$ cat src/rtl/stack_ctrl_if.sv
// rtl/stack_ctrl_if.sv - request, stack-pointer and memory signals of the stack controller
interface stack_ctrl_if #(
  parameter int AW = 16
);
  logic          pushReq;
  logic          popReq;
  logic [15:0]   pushData;
  logic [15:0]   popData;
  logic          ack;
  logic          busy;
  logic          full;
  logic          empty;
  logic          fault;
  logic          spInc;
  logic          spDec;
  logic [AW-1:0] spData;
  logic [AW-1:0] memAddr;
  logic          memWrite;
  logic          memRead;
  logic [15:0]   memWriteData;
  logic [15:0]   memReadData;

  // Controller side
  modport slave (
    input  pushReq, popReq, pushData, spData, memReadData,
    output popData, ack, busy, full, empty, fault, spInc, spDec,
           memAddr, memWrite, memRead, memWriteData
  );

  // Requester, SP register and memory side
  modport master (
    output pushReq, popReq, pushData, spData, memReadData,
    input  popData, ack, busy, full, empty, fault, spInc, spDec,
           memAddr, memWrite, memRead, memWriteData
  );
endinterface

$ cat src/rtl/stack_ctrl.sv
// rtl/stack_ctrl.sv - push/pop sequencer for a memory-backed stack with external SP register
module stack_ctrl #(
  parameter int DEPTH = 256,
  parameter int AW    = 16
) (
  input  logic         clock,
  input  logic         reset,
  stack_ctrl_if.slave  bus
);

  typedef enum logic [2:0] {
    IDLE,
    PUSH,
    POP_RD,
    POP_CAP,
    DONE,
    REJECT
  } state_t;

  localparam logic [AW-1:0] SP_MAX = AW'(DEPTH);

  state_t      state;
  state_t      state_nxt;
  logic [15:0] push_word;
  logic [15:0] pop_word;
  logic        can_push;
  logic        can_pop;

  // Push guard uses "<" so an out-of-range SP can never be incremented further.
  assign can_push = (bus.spData < SP_MAX);
  assign can_pop  = (bus.spData != '0);

  assign bus.full    = (bus.spData == SP_MAX);
  assign bus.empty   = (bus.spData == '0);
  assign bus.busy    = (state != IDLE);
  assign bus.popData = pop_word;

  always_ff @(posedge clock or posedge reset) begin
    if (reset) begin
      state     <= IDLE;
      push_word <= 16'd0;
      pop_word  <= 16'd0;
    end else begin
      state <= state_nxt;
      if (state == IDLE && bus.pushReq && can_push) begin
        push_word <= bus.pushData;
      end
      if (state == POP_CAP) begin
        pop_word <= bus.memReadData;
      end
    end
  end

  always_comb begin
    state_nxt        = state;
    bus.ack          = 1'b0;
    bus.fault        = 1'b0;
    bus.spInc        = 1'b0;
    bus.spDec        = 1'b0;
    bus.memAddr      = '0;
    bus.memWrite     = 1'b0;
    bus.memRead      = 1'b0;
    bus.memWriteData = 16'd0;

    case (state)
      IDLE: begin
        // Push wins over a simultaneous pop; the pop is simply dropped.
        if (bus.pushReq) begin
          state_nxt = can_push ? PUSH : REJECT;
        end else if (bus.popReq) begin
          state_nxt = can_pop ? POP_RD : REJECT;
        end
      end
      PUSH: begin
        bus.memWrite     = 1'b1;
        bus.memAddr      = bus.spData;
        bus.memWriteData = push_word;
        bus.spInc        = 1'b1;
        state_nxt        = DONE;
      end
      POP_RD: begin
        bus.memRead = 1'b1;
        bus.memAddr = bus.spData - AW'(1);
        bus.spDec   = 1'b1;
        state_nxt   = POP_CAP;
      end
      POP_CAP: begin
        bus.ack   = 1'b1;
        state_nxt = IDLE;
      end
      DONE: begin
        bus.ack   = 1'b1;
        state_nxt = IDLE;
      end
      REJECT: begin
        bus.ack   = 1'b1;
        bus.fault = 1'b1;
        state_nxt = IDLE;
      end
      default: begin
        state_nxt = IDLE;
      end
    endcase
  end

endmodule

$ cat src/flat_wrapper.sv
// flat-port wrapper written by rule: the top's interface ports become plain ports
module stack_ctrl_flat 
#(
  parameter int DEPTH = 256,
  parameter int AW    = 16
)
  (clock, reset, bus_pushReq, bus_popReq, bus_pushData, bus_spData, bus_memReadData, bus_popData, bus_ack, bus_busy, bus_full, bus_empty, bus_fault, bus_spInc, bus_spDec, bus_memAddr, bus_memWrite, bus_memRead, bus_memWriteData);
  stack_ctrl_if #(.AW(AW)) bus_i ();
  input  logic clock;
  input  logic reset;
  input wire logic [$bits(bus_i.pushReq)-1:0] bus_pushReq;
  input wire logic [$bits(bus_i.popReq)-1:0] bus_popReq;
  input wire logic [$bits(bus_i.pushData)-1:0] bus_pushData;
  input wire logic [$bits(bus_i.spData)-1:0] bus_spData;
  input wire logic [$bits(bus_i.memReadData)-1:0] bus_memReadData;
  output wire logic [$bits(bus_i.popData)-1:0] bus_popData;
  output wire logic [$bits(bus_i.ack)-1:0] bus_ack;
  output wire logic [$bits(bus_i.busy)-1:0] bus_busy;
  output wire logic [$bits(bus_i.full)-1:0] bus_full;
  output wire logic [$bits(bus_i.empty)-1:0] bus_empty;
  output wire logic [$bits(bus_i.fault)-1:0] bus_fault;
  output wire logic [$bits(bus_i.spInc)-1:0] bus_spInc;
  output wire logic [$bits(bus_i.spDec)-1:0] bus_spDec;
  output wire logic [$bits(bus_i.memAddr)-1:0] bus_memAddr;
  output wire logic [$bits(bus_i.memWrite)-1:0] bus_memWrite;
  output wire logic [$bits(bus_i.memRead)-1:0] bus_memRead;
  output wire logic [$bits(bus_i.memWriteData)-1:0] bus_memWriteData;
  assign bus_i.pushReq = bus_pushReq;
  assign bus_i.popReq = bus_popReq;
  assign bus_i.pushData = bus_pushData;
  assign bus_i.spData = bus_spData;
  assign bus_i.memReadData = bus_memReadData;
  assign bus_popData = bus_i.popData;
  assign bus_ack = bus_i.ack;
  assign bus_busy = bus_i.busy;
  assign bus_full = bus_i.full;
  assign bus_empty = bus_i.empty;
  assign bus_fault = bus_i.fault;
  assign bus_spInc = bus_i.spInc;
  assign bus_spDec = bus_i.spDec;
  assign bus_memAddr = bus_i.memAddr;
  assign bus_memWrite = bus_i.memWrite;
  assign bus_memRead = bus_i.memRead;
  assign bus_memWriteData = bus_i.memWriteData;
  stack_ctrl #(.DEPTH(DEPTH), .AW(AW)) u_core (.clock(clock), .reset(reset), .bus(bus_i));
endmodule
$ cat config.mk
export PLATFORM = sky130hd
export DESIGN_NAME = stack_ctrl_flat
export DESIGN_NICKNAME = d
export VERILOG_FILES = /design/src/rtl/stack_ctrl_if.sv /design/src/rtl/stack_ctrl.sv /design/src/flat_wrapper.sv
export SDC_FILE = /design/constraint.sdc
export NUM_CORES = 1
export LEC_CHECK = 0
export CAP_MARGIN = 15
export CORE_UTILIZATION = 30
export CTS_BUF_LIST = sky130_fd_sc_hd__clkbuf_8
export DETAILED_ROUTE_END_ITERATION = 8
export HOLD_SLACK_MARGIN = 0.03
export MAX_ROUTING_LAYER = met4
export PLACE_DENSITY = 0.75
export SLEW_MARGIN = 0
export SYNTH_ARGS = -nofsm -noshare
export SYNTH_HDL_FRONTEND = slang
export SYNTH_SLANG_ARGS = --single-unit
$ cat constraint.sdc
create_clock -name clock -period 3.95 [get_ports clock]
set_input_delay 0.79 -clock clock [delete_from_list [all_inputs] [get_ports clock]]
set_output_delay 0.79 -clock clock [all_outputs]
set_load 0.01 [all_outputs]
# After elaboration in Yosys (flattened, before gate mapping)
# Cells that the tools add are included.
[op_classes]
n_mux = 11
order_cmp = 1
eq_ne = 7
n_reduce_logical = 7
add_sub_neg = 1
[op_table]
columns = ["operator", "count"]
rows = [
  ["16-bit one-hot mux with 2 select lines", 1],
  ["16-bit by 9-bit equality test with 1-bit output, second input constant", 1],
  ["16-bit logical NOT", 1],
  ["16-bit by 9-bit less-than comparator with 1-bit output, second input constant", 1],
  ["16-bit two-way mux", 1],
  ["16-bit nonzero test", 1],
  ["16-bit by 1-bit subtractor with 16-bit output, second input constant", 1],
  ["3-bit two-way mux", 4],
  ["3-bit one-hot mux with 3 select lines", 1],
  ["3-bit by 2-bit equality test with 1-bit output, second input constant", 2],
  ["3-bit equality test, second input constant", 2],
  ["1-bit two-way mux", 4],
  ["3-bit by 1-bit equality test with 1-bit output, second input constant", 1],
  ["3-bit logical NOT", 1],
  ["3-bit inequality test, second input constant", 1],
  ["3-bit nonzero test", 1],
  ["3-bit OR reduction", 1],
  ["1-bit logical AND", 2],
]
[totals]
in_bits = 52
out_inout_bits = 57
reg_bits = 35

# Longest topological paths before layout
# Gate-level depths: netlist of run 1.
[logic_depth]
word_depth = 5
ltp_mapped = 7
ltp_nobuf = 6

# Worst setup path before layout of run 1
# No wires, ideal clock.
[synth_path]
path_type = "input -> output"
startpoint = "in bus_spData[8]"
endpoint = "out bus_memAddr[12]"
setup_slack_ns = 0.972
required_ns = 3.160
arrival_ns = 2.188
n_path_buf = 0
stages = 4
cell_sequence = "or3_1 > or3_1 > o41a_1 > a31oi_1"
[synth_via]
elab_chain_cells = 2
[synth_rtl]
columns = ["item", "line", "text"]
rows = [
  ["start: declaration", "flat_wrapper.sv:14", "input wire logic [$bits(bus_i.spData)-1:0] bus_spData;"],
  ["16-bit by 1-bit subtractor with 16-bit output", "stack_ctrl.sv:83", "bus.memAddr = bus.spData - AW'(1);"],
  ["16-bit one-hot mux with 2 select lines", "stack_ctrl.sv:65", "case (state)"],
  ["end: declaration", "flat_wrapper.sv:24", "output wire logic [$bits(bus_i.memAddr)-1:0] bus_memAddr;"],
]
# No other way between the ends.

# Worst setup path after layout of run 1
[layout_path]
startpoint = "in bus_spData[8]"
endpoint = "out bus_memAddr[11]"
# Same word-level chain as after synthesis.

==> summary.txt, run 1 <==
Status
  • Status: finished with violations
  • Failing checks: DRC

Global route
  • Vias in the first global route: 1,951
  • First-pass GRT wire length: slightly above 9000 µm
  • Grt ovf: 0
  • GR Util All Layers: 0.165
  • Largest net degree at the start of global routing: 22
  • Initial antenna violation count: 0

Floorplanning
  • Die Area: between 7000 and 8000 µm²
  • Chip width: 84.7 µm
  • Row count: 29
  • I/O pins: roughly 110
  • Die Ht: 84.7 µm
  • Core area: about 6500 µm²
  • Initial Util: 0.317

STA
  • Max Freq: 0.262 GHz
  • Final period util: 0.967
  • Final count of pins violating max slew: 0
  • Sum Neg Setup Slack: 0 ns
  • Slew @ Worst Pin: 0.651 ns
  • Final Skew: between 0.0015 and 0.002 ns
  • Setup-failing EPs final: 0
  • Unrepaired setup endpoints after global routing: false
  • Fin crit period: 3.82 ns
  • Hold Violations, Final: 0
  • Slew margin rel.: 0.566

Setup path
  • WP data arrival: around 3 ns
  • CP max FO: 2
  • Worst setup path class: in -> out
  • CP startpoint kind: primary input
  • CP Data Required Time: approximately 3.2 ns
  • CP Capture Type: output pin

Logic synthesis
  • Synth cell types: 40
  • Mapped Area: just over 2000 µm²
  • Post-synthesis net count: approximately 250
  • Post-synth top flop: dfrtp_1
  • Cells after synthesis: 195
  • Register bit total from synthesis: 35
  • Syn_area_per_cell: between 10 and 15 µm²
  • Seq/Total Area, Yosys: 0.427
  • Async S/R FF share, synth: 1.00
  • Yosys warns: 0
  • Post-synth EDFFs: 0

Final layout
  • Nets: 370
  • Fraction of layout cells with a size suffix above 1: 0.204
  • ANT cells: 0
  • Fin util: 0.527
  • Layout area overhead: 66.0%
  • Layout fillers: about 600

Pwr
  • Leak: ~0.0015 µW
  • VDD IR max: approximately 0.33 mV
  • Total design power: around 1700 µW
  • Pwr/cell area: ~500 nW/µm²

Routing
  • Final WL: 5720 µm
  • Via count: 2,001
  • Drt pass-1 iters: 6
  • Vias per inst: 5.07
  • Final ANT Viol Nets: 0
  • Drt initial violations: 54
  • DRC Markers: 7
  • Drt wl/cell: between 10 and 15 µm

Placed design
  • IO Port Bufs: 108
  • GP Congestion: 0.921
  • Dpl hpwl: 4360 µm

Clock tree
  • Max Buffers Root-to-Sink: 2
  • Postcts setup bufs: 0
  • Worst-skew pair later-pin latency: approximately 0.28 ns
  • H-Tree Depth: 2
  • Sinks on Clock Net: 35
  • Clock Pin Slew Worst Setup and Hold Paths: roughly 0.07 ns
  • CTS root buffer: clkbuf_8
  • Cts bufs inserted: 5
  • Hold_buf cts: 0
  • CTS tree: yes

Run
  • Max-cap violations: 0

Min path
  • Hold Path Class: reg -> reg
==> power breakdown <==
group	switching [µW]	internal, µW	leakage, µW
clock network	127	158	0.0000505
registers	56.9	465	0.000447
logic	378	501	0.000968
==> what timing repair did <==
action                                  CTS  global route
endpoints found under the setup margin    0             2
resized for setup                         0             2
hold endpoints to repair                  0             0
==> layer usage <==
layer | up-vias | GRT usage | part of all wire
li1 | 954 | - | -
met1 | 957 | 0.196 | 0.43
met2 | 84 | 0.279 | 0.49
met3 | 6 | 0.0383 | 0.072
met4 | 0 | 0.0462 | 0.010
met5 | - | - | 0
==> synthesized netlist by cell type (2+ instances only) <==
master	number	area [µm²]
or3_1	6	37.5
o21ai_0	16	80.1
a31oi_1	4	25.0
nor3_1	6	30.0
nand2b_1	2	12.5
nand2_1	6	22.5
o31ai_1	4	30.0
mux2_4	10	150
o311ai_0	2	17.5
nor2_1	7	26.3
a21oi_1	5	25.0
and3_1	4	25.0
o41a_1	2	22.5
buf_4	2	15.0
nor4_1	2	12.5
mux2_2	22	248
and2_1	17	106
dfrtp_1	35	876
nand4_1	3	18.8
inv_1	10	37.5
clkbuf_1	7	26.3
nand3_1	5	25.0
==> worst max-delay path, stage by stage <==
cell	delay [ns]
clkdlybuf4s50_1	0.42
or3_1	0.40
buf_4	0.15
nor4_1	0.33
xnor2_1	0.10
o21ai_0	0.23
clkdlybuf4s50_1	0.60
==> final timing paths <==
check,start,to,slack (ns),cells past startpoint
worst min-delay path,u_core.push_word[9],u_core.push_word[9],0.50,1
worst max-delay path,bus_spData[8],bus_memAddr[11],0.13,7
worst max register to register,u_core.state[0],u_core.push_word[10],2.02,3
min in group asynchronous,reset,u_core.push_word[3],0.89,2
worst min register to register,u_core.push_word[9],u_core.push_word[9],0.50,1
max in group asynchronous,reset,u_core.bus.popData[9],2.37,3
==> logic make-up after synthesis <==
logic type,synth area share
buffers and inverters,0.0537
muxes,0.194
AOI/OAI and AO/OA,0.117
DFF,0.427
adders and majority gates,0.00610
and+or+nand+nor,0.198
xor gates and xnor gates,0.00427
==> metrics by stage <==
step	instances	instance area, µm²	hold WS (ns)	setup WS (ns)
5_1_grt	395	3400	0.519	0.0714
2_1_floorplan	195	2050	0.470	0.972
3_5_place_dp	387	3290	0.490	0.0682
4_1_cts	395	3390	0.507	0.0670
3_3_place_gp	387	3290	0.480	0.116
6_report	395	3400	0.503	0.130
==> placed cells by master (no fill, tap or decap), types with 6 or more instances in the layout <==
master / netlist / routed
clkbuf_8: 0 / 7
mux2_4: 10 / 10
nand2_1: 6 / 6
or3_1: 6 / 6
and2_1: 17 / 17
inv_1: 10 / 10
dfrtp_1: 35 / 35
clkdlybuf4s50_1: 0 / 107
o21ai_0: 16 / 16
mux2_2: 22 / 22
buf_4: 2 / 18
nor3_1: 6 / 6
nor2_1: 7 / 7
==> registers in the layout, indices dropped and copies added (netlist names) <==
| register | cells |
|---|---|
| u_core.bus.popData | 16 |
| u_core.push_word | 16 |
| u_core.state | 3 |
==> area by class of cell <==
class / count / area, µm² / share of cell area
clock buffer: 7 / 96.3 / 0.0283
tap: 77 / 96.3 / 0.0283
inverter: 10 / 37.5 / 0.0110
multi-input combinational: 139 / 1070 / 0.314
timing repair buffer: 126 / 1220 / 0.358
clock inverter: 1 / 7.51 / 0.00221
sequential: 35 / 876 / 0.257
No activity file was read; power rests on OpenSTA's default activity.
==> run 2, diff against run 1 <==
clock period = 4.5 ns   (was 3.95 ns; I/O delays follow)
==> run 2 against run 1 <==
Effect of this change: the flow still finishes with violations (DRC); non-clock buffer count decreased by 12; power shrank 8.5%; combinational power shrank 14%; critical path depth decreased by 1; worst setup slack better by 0.096 ns; wire length decreased by 3.3%; register-to-register slack gained 0.55 ns; sequential power is 12% lower; largest cell class unchanged.
==> summary.txt, run 2 (synthesis gave the netlist of run 1 again) <==
Status
  • Status: finished with violations
  • Failing checks: DRC

Setup path
  • Reg2reg path depth: 3 (unchanged)
  • CP endpoint: bus_memAddr[12]
  • CP Data Required Time: 3.60 ns (+0.44 ns)
  • Reg2reg setup slack: 2.57 ns (+0.55 ns)
  • CP startpoint kind: primary input
  • Crit path launch: bus_spData[4]
  • Worst setup path class: in -> out
  • Worst reg2reg path endpoint: u_core.push_word[10]
  • CP max FO: 7 (+5)
  • Critical R2R Launch: u_core.state[2]
  • WP data arrival: 3.37 ns (+0.34 ns)
  • CP Capture Type: output pin

STA
  • Final period util: 0.950
  • Unrepaired setup endpoints after global routing: false
  • Slew @ Worst Pin: 0.811 ns (+0.160 ns)
  • Final count of pins violating max slew: 0 (unchanged)
  • Final Skew: 0.00550 ns (+0.00369 ns)
  • Max Freq: roughly 0.23 GHz
  • Setup-failing EPs final: 0 (unchanged)
  • Slew margin rel.: 0.459 (-0.107)
  • Fin crit period: 4.27 ns
  • Hold Violations, Final: 0 (unchanged)
  • Sum Neg Setup Slack: 0 ns (unchanged)

Clock tree
  • Sinks on Clock Net: 35 (unchanged)
  • CTS root buffer: clkbuf_8
  • CTS tree: yes
  • Resized cells post-CTS: 0 (unchanged)
  • Clock Pin Slew Worst Setup and Hold Paths: 0.07 ns (about the same)
  • Cts bufs inserted: 5 (unchanged)
  • Postcts setup bufs: 0 (unchanged)
  • Hold_buf cts: 0 (unchanged)
  • H-Tree Depth: 2 (unchanged)
  • Max Buffers Root-to-Sink: 2 (unchanged)
  • Worst-skew pair later-pin latency: 0.28 ns (about the same)

Pwr
  • VDD IR max: 0.303 mV (-7.8%)
  • Pwr/cell area: 463 nW/µm² (-6.6%)
  • Leak: 0.00142 µW (-3.4%)

Placed design
  • GP Congestion: 0.860 (-6.6%)
  • Placed cell area: 3200 µm² (-2.7%)
  • IO Port Bufs: 108 (unchanged)
  • Dpl hpwl: 4090 µm (-6.1%)

Floorplanning
  • Chip width: 84.7 µm (unchanged)
  • Core area: 6460 µm² (unchanged)
  • Die Ht: 84.7 µm (unchanged)
  • Initial Util: 0.317 (unchanged)
  • Row count: 29 (unchanged)
  • I/O pins: 109 (unchanged)
  • Die Area: 7170 µm² (unchanged)

Global route
  • GR Util All Layers: 0.159 (-0.00571)
  • First-pass GRT wire length: 8960 µm (-2.1%)
  • Largest net degree at the start of global routing: 31 (+41%)
  • Grt ovf: 0 (unchanged)
  • Initial antenna violation count: 0 (unchanged)
  • Vias in the first global route: 1,933 (-0.92%)

Final layout
  • Most common cell after layout, fill and taps aside: clkdlybuf4s50_1
  • Most frequent cells in the layout: clkdlybuf4s50_1 (108), dfrtp_1 (35), mux2_2 (22)
  • Post-route cell area: 3330 µm² (-2.1%)
  • ANT cells: 0 (unchanged)
  • Layout area overhead: 62.6%
  • Fraction of layout cells with a size suffix above 1: 0.167 (-0.0377)
  • Nets: 358 (-3.2%)

Routing
  • Drt initial violations: 51 (-5.6%)
  • Drt wl/cell: 14.4 µm (-0.27%)
  • DRC Markers: 7 (unchanged)
  • Vias per inst: 5.09 (+0.40%)
  • Drt pass-1 iters: 6 (unchanged)
  • Final WL: 5530 µm (-3.3%)
  • Final ANT Viol Nets: 0 (unchanged)
  • Via count: 1,948 (-2.6%)

Run
  • Max-cap violations: 0 (unchanged)

Min path
  • Hold Path Class: reg -> reg
-- run 2: cell types whose count changed in the layout (fill, tap and decap cells not counted) --
cell / delta
buf_4: -12
bufinv_16: +2
clkbuf_8: -2
clkdlybuf4s50_1: +1
clkinvlp_4: -1
dlymetal6s2s_1: -1
inv_1: +1
nor4b_1: +1
nor4b_2: -1
-- run 2: critical path: stages --
cell             delay (ns)
clkdlybuf4s50_1        0.51
or3_1                  0.47
or3_1                  0.40
o41a_1                 0.39
a31oi_1                0.14
clkdlybuf4s50_1        0.57
-- run 2: stage by stage --
| step | cells | hold slack (ns) | util | setup WS (ns) | power [µW] |
|---|---|---|---|---|---|
| detailed placement | 375 | 0.484 | 0.495 | 0.243 | 1220 |
| CTS | 383 | 0.504 | 0.516 | 0.238 | 1560 |
| floorplan | 195 | 0.470 | - | 1.30 | 812 |
| finish | 383 | 0.502 | 0.516 | 0.226 | 1540 |
| global route | 383 | 0.511 | 0.516 | 0.112 | 1630 |
| global placement | 375 | 0.479 | 0.495 | 0.268 | 1210 |
-- run 2: where the power goes --
group | internal, µW | switching (µW) | total [µW]
combinational | 429 | 323 | 752
sequential | 408 | 50.4 | 458
clock | 219 | 113 | 332
total | 1060 | 487 | 1540
-- run 2: how the worst min path moves through the flow --
stage               slack, ns                    to  cells past startpoint            startpoint
floorplan                0.47   u_core.push_word[0]                      1   u_core.push_word[0]
global placement         0.48   u_core.push_word[1]                      1   u_core.push_word[1]
detailed placement       0.48   u_core.push_word[3]                      1   u_core.push_word[3]
CTS                      0.50  u_core.push_word[13]                      1  u_core.push_word[13]
global route             0.51   u_core.push_word[1]                      1   u_core.push_word[1]
finish                   0.50   u_core.push_word[7]                      1   u_core.push_word[7]
-- run 2: cell type report --
cell class | instances | area [µm²]
clock buffer | 5 | 68.8
clock inverter | 3 | 63.8
fill | 601 | 3130
inverter | 10 | 37.5
multi-input combinational | 139 | 1060
sequential | 35 | 876
tap | 77 | 96.3
timing repair buffer | 114 | 1130
-- run 2: metal layers --
layer  up-vias  part of all wire  track usage
met5         -                 0            -
met4         0            0.0087       0.0385
met3         6             0.089       0.0393
met2        91              0.47        0.262
met1       924              0.43        0.195
li1        927                 -            -
==> run 3, diff against run 2 <==
GPL_ROUTABILITY_DRIVEN = 0   (was not set)
==> results of run 3 <==
Final layout, timing and power as in run 2 (identical DEF).
